==> src/rtl/avalon_add_driver.sv <==
// avalon_add_driver: Avalon-MM master that checks the adder ID, writes A/B, reads the sum back
// and compares it against a locally computed 33-bit reference.
module avalon_add_driver #(
   parameter logic [31:0] ID_VALUE = 32'h12345678,
   parameter bit          CHECK_ID = 1'b1,
   parameter int          CNT_W    = 16
) (
   input  logic             clock,
   input  logic             resetn,
   input  logic             start,
   input  logic [31:0]      op_a,
   input  logic [31:0]      op_b,
   output logic             busy,
   output logic             done,
   output logic [31:0]      sum,
   output logic             carry,
   output logic             mismatch,
   output logic             id_err,
   output logic [CNT_W-1:0] err_count,
   output logic [2:0]       m_address,
   output logic             m_write,
   output logic [31:0]      m_writedata,
   output logic             m_read,
   input  logic [31:0]      m_readdata
);
   typedef enum logic [2:0] {IDLE, ID_RD, ID_WAIT, WR_A, WR_B, SUM_RD, SUM_WAIT, DONE} state_t;
   state_t            state_q;
   logic [31:0]       a_q, b_q, exp_q, sum_q, m_writedata_q;
   logic              carry_n_q, carry_q, mismatch_q, id_err_q, id_ok_q, busy_q, done_q;
   logic              m_read_q, m_write_q;
   logic [2:0]        m_address_q;
   logic [CNT_W-1:0]  err_count_q, err_count_d;
   assign err_count_d = &err_count_q ? err_count_q : err_count_q + 1'b1;
   always_ff @(posedge clock) begin
      if (!resetn) begin
         state_q       <= IDLE;
         a_q           <= '0;
         b_q           <= '0;
         exp_q         <= '0;
         carry_n_q     <= 1'b0;
         sum_q         <= '0;
         carry_q       <= 1'b0;
         mismatch_q    <= 1'b0;
         id_err_q      <= 1'b0;
         id_ok_q       <= 1'b0;
         busy_q        <= 1'b0;
         done_q        <= 1'b0;
         err_count_q   <= '0;
         m_read_q      <= 1'b0;
         m_write_q     <= 1'b0;
         m_address_q   <= '0;
         m_writedata_q <= '0;
      end else begin
         m_read_q      <= 1'b0;
         m_write_q     <= 1'b0;
         m_address_q   <= '0;
         m_writedata_q <= '0;
         done_q        <= 1'b0;
         case (state_q)
            IDLE: if (start) begin
               a_q                <= op_a;
               b_q                <= op_b;
               {carry_n_q, exp_q} <= {1'b0, op_a} + {1'b0, op_b};
               busy_q             <= 1'b1;
               if (CHECK_ID && !id_ok_q) begin
                  state_q     <= ID_RD;
                  m_read_q    <= 1'b1;
                  m_address_q <= 3'd3;
               end else begin
                  state_q       <= WR_A;
                  m_write_q     <= 1'b1;
                  m_writedata_q <= op_a;
               end
            end
            ID_RD: state_q <= ID_WAIT;
            ID_WAIT: if (m_readdata == ID_VALUE) begin
               id_ok_q       <= 1'b1;
               state_q       <= WR_A;
               m_write_q     <= 1'b1;
               m_writedata_q <= a_q;
            end else begin
               // failed ID: report a mismatch without touching the slave
               id_err_q    <= 1'b1;
               sum_q       <= '0;
               carry_q     <= 1'b0;
               mismatch_q  <= 1'b1;
               err_count_q <= err_count_d;
               done_q      <= 1'b1;
               state_q     <= DONE;
            end
            WR_A: begin
               state_q       <= WR_B;
               m_write_q     <= 1'b1;
               m_address_q   <= 3'd1;
               m_writedata_q <= b_q;
            end
            WR_B: begin
               state_q     <= SUM_RD;
               m_read_q    <= 1'b1;
               m_address_q <= 3'd2;
            end
            SUM_RD: state_q <= SUM_WAIT;
            SUM_WAIT: begin
               sum_q      <= m_readdata;
               carry_q    <= carry_n_q;
               mismatch_q <= m_readdata != exp_q;
               if (m_readdata != exp_q) err_count_q <= err_count_d;
               done_q     <= 1'b1;
               state_q    <= DONE;
            end
            DONE: begin
               busy_q  <= 1'b0;
               state_q <= IDLE;
            end
            default: state_q <= IDLE;
         endcase
      end
   end
   // strobes are gated so they fall in the very cycle reset is asserted
   assign m_read      = m_read_q & resetn;
   assign m_write     = m_write_q & resetn;
   assign m_address   = m_address_q;
   assign m_writedata = m_writedata_q;
   assign busy        = busy_q;
   assign done        = done_q;
   assign sum         = sum_q;
   assign carry       = carry_q;
   assign mismatch    = mismatch_q;
   assign id_err      = id_err_q;
   assign err_count   = err_count_q;
endmodule

==> config.mk <==
export PLATFORM = sky130hd
export DESIGN_NAME = avalon_add_driver
export DESIGN_NICKNAME = d
export VERILOG_FILES = /design/src/rtl/avalon_add_driver.sv
export SDC_FILE = /design/constraint.sdc
export NUM_CORES = 1
export LEC_CHECK = 0
export BUFFER_PORTS_ARGS = -buffer_cell sky130_fd_sc_hd__buf_4
export CAP_MARGIN = 20
export CORE_UTILIZATION = 50
export CTS_CLUSTER_DIAMETER = 200
export CTS_CLUSTER_SIZE = 25
export DETAILED_ROUTE_END_ITERATION = 16
export HOLD_SLACK_MARGIN = 0.12
export PLACE_DENSITY = 0.85
export SYNTH_ARGS = -nofsm -noshare
export SYNTH_HDL_FRONTEND = slang
export SYNTH_SLANG_ARGS = --single-unit
==> constraint.sdc <==
create_clock -name clock -period 3.7 [get_ports clock]
set_input_delay 0.74 -clock clock [delete_from_list [all_inputs] [get_ports clock]]
set_output_delay 0.74 -clock clock [all_outputs]
set_load 0.005 [all_outputs]
* After elaboration in Yosys (flattened, before gate mapping)
Cells that the tools add are included.
** Word-level totals
- Flip-flop bits (word level) :: 191
- Input bits :: 99
- Output and inout bits :: 90
- Word-level logic and storage cells :: 76
** Cells by class
- Add/subtract/negate cells :: 2
- Eq/ne operators :: 12
- Muxes and demuxes :: 32
- Bitwise logic cells :: 3
- Reduce and logical (&&, ||, !) cells :: 10
** Operators with widths (count)
- two-way mux 32 bit :: 4
- one-hot mux 32 bit (3 select lines) :: 1
- one-hot mux 32 bit (2 select lines) :: 1
- two-way mux 16 bit :: 3
- adder 32 x 32 -> 33 bit :: 1
- equality test 32 x 29 -> 1 bit (second input constant) :: 1
- inequality test 32 bit :: 1
- one-hot mux 16 bit (2 select lines) :: 1
- one-hot mux 3 bit (8 select lines) :: 1
- adder 16 x 1 -> 16 bit (second input constant) :: 1
- AND reduction 16 bit :: 1
- equality test 3 bit (second input constant) :: 4
- one-hot mux 1 bit (2 select lines) :: 5
- AND reduction 2 bit :: 5
- two-way mux 1 bit :: 9
- equality test 3 x 2 -> 1 bit (second input constant) :: 2
- two-way mux 2 bit :: 3
- two-way mux 3 bit :: 2
- inequality test 2 bit (second input constant) :: 3
- one-hot mux 2 bit (3 select lines) :: 1
- nonzero test 2 bit :: 2
- equality test 3 x 1 -> 1 bit (second input constant) :: 1
- zero test 3 bit :: 1
- one-hot mux 1 bit (3 select lines) :: 1
- 3 further kinds :: 4

* Longest topological paths before layout
Gate-level depths: netlist of run 1.
- Word-level depth :: 4
- Depth in mapped cells :: 9
- Gate-level depth less buffers :: 9

* Least setup slack after synthesis of run 1
No wires, ideal clock.
- Path kind :: input port to flip-flop
- Start :: input op_a[13]
- End :: register exp_q[29]
- Setup time :: 95 ps
- Arrival :: 2679 ps
- Data required time :: 3605 ps
- Path slack :: 925 ps
- Stages :: 8
- Buffers on the path :: 1
- Cell sequence :: ha_1 clkbuf_1 nand4_1 or4_1 o31ai_1 o21ai_1 a2111o_1 o311ai_1
** On the way
- Cells in the longest elaborated chain, start to end :: 1
** Ends and longest elaborated chain
- start: declaration :: line 11 : input logic [31:0] op_a,
- adder 32 x 32 -> 33 bit :: line 63 : {carry_n_q, exp_q} <= {1'b0, op_a} + {1'b0, op_b};
- end signal: assignment :: line 63
- end: declaration :: line 28 : logic [31:0] a_q, b_q, exp_q, sum_q, m_writedata_q;
Every way passes these cells.
A chain may end at the register's enable or synchronous reset.

* Final worst setup path of run 1
- Start :: input op_a[12]
- End :: register exp_q[26]
The elaborated chain is that of the path after synthesis.

==> out/metrics.yaml, run 1 <==
outcome: "complete, no violations"
grt_max_degree: 101
required_ps: 4010
n_antenna_cell: 0
max_stage_delay_ps: 600
dieHeight_um: 137
synth.most_common_cell: "nand2_1"
grt-ovfl-total: 0
drtPass1Iterations: 7
drive_above_1_share: 0.194
powerDensity_nw_per_um2: 450
p_leak_nw: 4.51
cts.clk_slew.worst_paths_ps: 70
place_hpwl_um: 17800
crit_top_cell: "o211ai_1"
area_delta_synth_final_pct: 22.3
die_x_um: 137
rsz0062_at_grt: "no"
place_area_um2: 10500
dieArea_um2: 18700
core_area_um2: 17500
p_sw_frac: 0.298
synth_common_cells: "nand2_1 (192), dfxtp_1 (190), a21oi_1 (127), nor2_1 (100), clkbuf_1 (60)"
postSynth.asyncResetShare: 0
final.period_utilization: 0.758
place.gp.congestion: 0.901
cts_setup_buffers: 0
end_kind: "flop"
cp_num_buf_inv: 1
fin_area_um2: 11100
clk_latency_ps: 440
seq_area_frac_synth: 0.418
ant_nets: 0
final_cells: 1480
syn-num-nets: 1240
yosys_most_used_dff: "dfxtp_1"
p_comb_frac: 0.176
start_util: 0.519
ir_drop_v: 0.000370
ioPinCount: 189
drv_cap: 0
vias: 8762
crit_arrival_ps: 3110
portBuffers: 187
antenna_found_initial: 0
whs_ps: 457
worstSetupPathType: "primary input to flop"
rows: 48
slew_headroom: 0.322
switchingPower_mw: 1.49
worst-path-max-fanout: 7
vias_per_cell: 5.92
setup-tns-final_ps: 0
p_seq_frac: 0.449
synth_cell_types: 69
synth.area.top_cells: "dfxtp_1 (42%), nand2_1 (7.9%), a21oi_1 (7.0%)"
synth_area_um2: 9100
power.internal_mw: 3.52
finalClockSkew_ps: 6.94
yosys_register_bits: 190
worst_pin_slew_ps: 1020
crit_chain: "buf_4, ha_1, nand2_1, o2111ai_1, o21ba_2, nor4_1, nor2_1, o211ai_1, o211ai_1"
cts_resized: 0
ys_warn_count: 0
cts_tree: "done"
critPathTopFamily: "simple AND/OR/NAND/NOR gates"
root_buffer: "clkbuf_16"
clock-sinks: 190
synth_edf_count: 0
clock_path_buffers: 2
netlist_instances: 1107
drt_iter0_drc: 919
wirelength_um: 25800
numCtsBuffers: 17
startpoint_type: "primary input"
drc: 0
fmax_mhz: 357
grt_pass1_wl_um: 40000
synth.avg_cell_area_um2: 8.22
hold_buffers: 0
wl_per_cell_um: 17.4
grt_use_total: 0.273
grt_pass1_vias: 7965
finalHoldViolCount: 0
synth_top_area_frac: 0.418
nNetsFinal: 1375
min_path_type: "flop to flop"
drv_slew: 0
cts_max_level: 4
synth_top_area_cell: "dfxtp_1"
fin_crit_ps: 2800
clock_power_share: 0.375
crit_slowest_cell: "nor4_1"
dpl.cell_count: 1448
finalSetupViolations: 0
-- metal layers --
layer | share of wire | global-route usage | vias to the layer above | wire length, um
met1 | 0.45 | 0.365 | 4116 | 11500
met3 | 0.079 | 0.0526 | 25 | 2040
li1 | - | - | 4238 | -
met5 | 0 | 0 | - | 0
met4 | 0.013 | 0.0830 | 0 | 335
met2 | 0.46 | 0.443 | 383 | 11900
-- cells in the final DEF, fill, tap and decap left out, types with 14 or more instances in the layout --
cell / Yosys / final
a21o_1: 15 / 15
a21oi_1: 127 / 127
a222oi_1: 32 / 32
a22oi_1: 33 / 33
buf_4: 4 / 194
clkbuf_16: 0 / 17
dfxtp_1: 190 / 190
ha_1: 33 / 33
inv_1: 15 / 14
nand2_1: 192 / 192
nand3_1: 29 / 28
nor2_1: 100 / 97
o21ai_0: 33 / 33
or3_1: 18 / 18
xor2_1: 38 / 38
-- power by group through the flow --
stage,sequential [mW],combinational (mW),clock (mW)
after floorplan,2.26,0.579,0
after global placement,2.29,0.852,0
after detailed placement,2.30,0.863,0
after CTS,2.25,0.873,1.88
after global routing,2.26,0.970,1.98
final,2.25,0.882,1.88
-- layout make-up --
| type | count | area [um2] |
|---|---|---|
| fillers | 1540 | 6420 |
| multi-input cells | 823 | 4910 |
| flip-flops and latches | 190 | 3800 |
| repair buffers | 195 | 1480 |
| clock buffers | 18 | 429 |
| well taps | 225 | 282 |
| clock inverters | 14 | 160 |
| inverters | 15 | 58.8 |
-- per-stage QoR --
stage | power, mW | worst slack, ps | utilization
floorplan | 2.84 | 925 | -
global placement | 3.15 | 605 | 0.601
detailed placement | 3.16 | 533 | 0.601
CTS | 5.01 | 938 | 0.634
global route | 5.21 | 698 | 0.634
finish | 5.01 | 896 | 0.634
-- worst reg2reg max path: stages (launching register included) --
cell and delay, ps:
dfxtp_1 700, inv_1 290, nor2_2 180, nand4_1 90
or4_1 570, nand4_2 300, or3_1 170, a21oi_2 50
-- path summary, 6_finish.rpt --
check / startpoint / to / slack, ps / cells after the start
worst min-delay path: a_q[22] / a_q[22] / 460 / 2
worst min register to register: a_q[22] / a_q[22] / 460 / 2
worst max register to register: state_q[2] / err_count[3] / 1220 / 7
worst max-delay path: op_a[12] / exp_q[26] / 900 / 9
-- logic make-up after synthesis --
kind of cell	count (synthesis)	synth area share
mux	3	0.00330
simple gates	417	0.209
other cells	1	0.000412
compound gates	317	0.227
buf+inv	94	0.0453
xor+xnor	51	0.0491
flops	190	0.418
fa+ha+maj	34	0.0476
-- state kept, by name, summed over array words and instances (netlist names), 2 cells and up --
register / flops
m_address: 2
a_q: 32
err_count: 16
sum: 32
state_q: 3
b_q: 32
exp_q: 32
m_writedata: 32
Power figures use the tool's default switching activity.
==> run 2: changes to the inputs <==
==> constraint.sdc (replaced) <==
create_clock -name clock -period 2.67 [get_ports clock]
set_input_delay 0.534 -clock clock [delete_from_list [all_inputs] [get_ports clock]]
set_output_delay 0.534 -clock clock [all_outputs]
set_load 0.005 [all_outputs]
==> run 2 against run 1 <==
Compared with the run above: worst setup slack got worse by 660 ps; flip-flop and latch count did not move; final cell count rose by 4.1%; design area rose by 5.2%; core utilization rose by 3.3 points; sequential power rose by 38%; power rose by 44%; routed wire length rose by 2.4%; global-route usage rose by 0.72 points; die area did not move; clock power rose by 45%; critical path type unchanged.
==> out/metrics.yaml, run 2 (same netlist as run 1, synthesis figures left out) <==
outcome: "complete, no violations"
dieArea_um2: 18700  # unchanged
area_delta_synth_final_pct: 28.6
most-common-layout-cells: "buf_4 (249), nand2_1 (192), dfxtp_1 (190), a21oi_1 (127), nor2_1 (97)"
min_path_type: "primary input to flop"
fin_crit_ps: 2440
crit_top_cell: "nand3_1"
grt_pass1_wl_um: 41100  # +2.8%
drv_cap: 0  # unchanged
drive_above_1_share: 0.232  # +0.0381
worstSetupPathType: "primary input to flop"
wl_per_cell_um: 17.1  # -1.7%
final.period_utilization: 0.913
max_stage_delay_ps: 570  # -30 ps
cts_max_level: 4  # unchanged
nNetsFinal: 1436  # +4.4%
slew_headroom: 0.616  # +0.294
worst_pin_slew_ps: 561  # -456 ps
setup_ws_ps: 232  # -665 ps
rows: 48  # unchanged
finalSetupViolations: 0  # unchanged
cts_resized: 0  # unchanged
dieHeight_um: 137  # unchanged
crit_arrival_ps: 2820  # -290 ps
finalHoldViolCount: 0  # unchanged
cts_setup_buffers: 0  # unchanged
grt-ovfl-total: 0  # unchanged
final_common_cell: "buf_4"
vias: 9050  # +3.3%
setup-tns-final_ps: 0  # unchanged
required_ps: 3050  # -960 ps
grt_use_total: 0.280  # +0.00717
wirelength_um: 26400  # +2.4%
start_util: 0.519  # unchanged
worst-path-max-fanout: 4  # -3
fmax_mhz: 410
powerDensity_nw_per_um2: 616  # +37%
die_x_um: 137  # unchanged
ant_nets: 0  # unchanged
root_buffer: "clkbuf_16"
grt_max_degree: 101  # unchanged
drtPass1Iterations: 7  # unchanged
core_area_um2: 17500  # unchanged
ir_drop_v: 0.000491  # +33%
clock-sinks: 190  # unchanged
drv_slew: 0  # unchanged
place_hpwl_um: 18700  # +5.4%
hold_buffers: 0  # unchanged
startpoint_type: "primary input"
finalPower_mw: 7.20  # +44%
critPathTopFamily: "compound AO/OA/AOI/OAI gates"
p_leak_nw: 4.85  # +7.6%
numCtsBuffers: 17  # unchanged
cts_tree: "done"
crit_slowest_cell: "a2111oi_0"
antenna_found_initial: 0  # unchanged
drt_iter0_drc: 824  # -10%
ioPinCount: 189  # unchanged
rsz0062_at_grt: "no"
end_kind: "flop"
cp_num_buf_inv: 1  # unchanged
grt_pass1_vias: 8236  # +3.4%
portBuffers: 187  # unchanged
place.gp.congestion: 0.907  # +0.72%
drc: 0  # unchanged
clk_latency_ps: 440  # about the same
n_fill_cell: 1458  # -5.3%
pre_cts_ws_ps: -177  # -710 ps
cts.clk_slew.worst_paths_ps: 70  # about the same
vias_per_cell: 5.87  # -0.80%
n_antenna_cell: 0  # unchanged
clock_path_buffers: 2  # unchanged
finalClockSkew_ps: 8.66  # +1.72 ps
crit_chain: "buf_4, ha_1, a21o_1, a2111oi_0, o21ai_0, nand3_1, a2111oi_2, or3_1, nand3_1"
-- run 2: area by class of cell --
type                       count  area [um2]  area share
clock buffer                  18         439      0.0375
clock inverter                14         194      0.0166
inverter                      15        58.8     0.00503
multi-input combinational    823        4910       0.420
sequential                   190        3800       0.325
tap                          225         282      0.0241
timing repair buffer         256        2010       0.172
-- run 2: path summary, 6_finish.rpt --
kind	startpoint	endpoint	slack (ps)	depth (start not counted)
max reg2reg	err_count[3]	err_count[13]	400	7
min reg2reg	a_q[31]	a_q[31]	450	2
max	op_a[9]	exp_q[28]	230	9
min	op_b[30]	b_q[30]	350	3
-- run 2: power by group --
group          switching, mW  internal, mW
Sequential             0.107          3.00
Combinational          0.787         0.580
Clock                   1.20          1.54
-- run 2: per-layer routing --
metal / wire, um / global-route usage / vias to the layer above / part of all wire
li1: - / - / 4362 / -
met1: 11400 / 0.364 / 4254 / 0.43
met2: 12600 / 0.468 / 395 / 0.48
met3: 1860 / 0.0396 / 39 / 0.071
met4: 465 / 0.107 / 0 / 0.018
met5: 0 / 0 / - / 0
-- run 2: tightest hold or removal path, stage by stage --
cell and delay (ps):
buf_4 110, nand2_1 50, a21oi_1 50
-- run 2: per-stage QoR --
| stage | hold WS [ps] | cells | area [um2] | util |
|---|---|---|---|---|
| after floorplan | 436 | 1107 | 9100 | - |
| after global placement | 441 | 1509 | 11100 | 0.631 |
| after detailed placement | 446 | 1509 | 11100 | 0.631 |
| after CTS | 343 | 1541 | 11700 | 0.667 |
| after global routing | 344 | 1541 | 11700 | 0.667 |
| final | 353 | 1541 | 11700 | 0.667 |
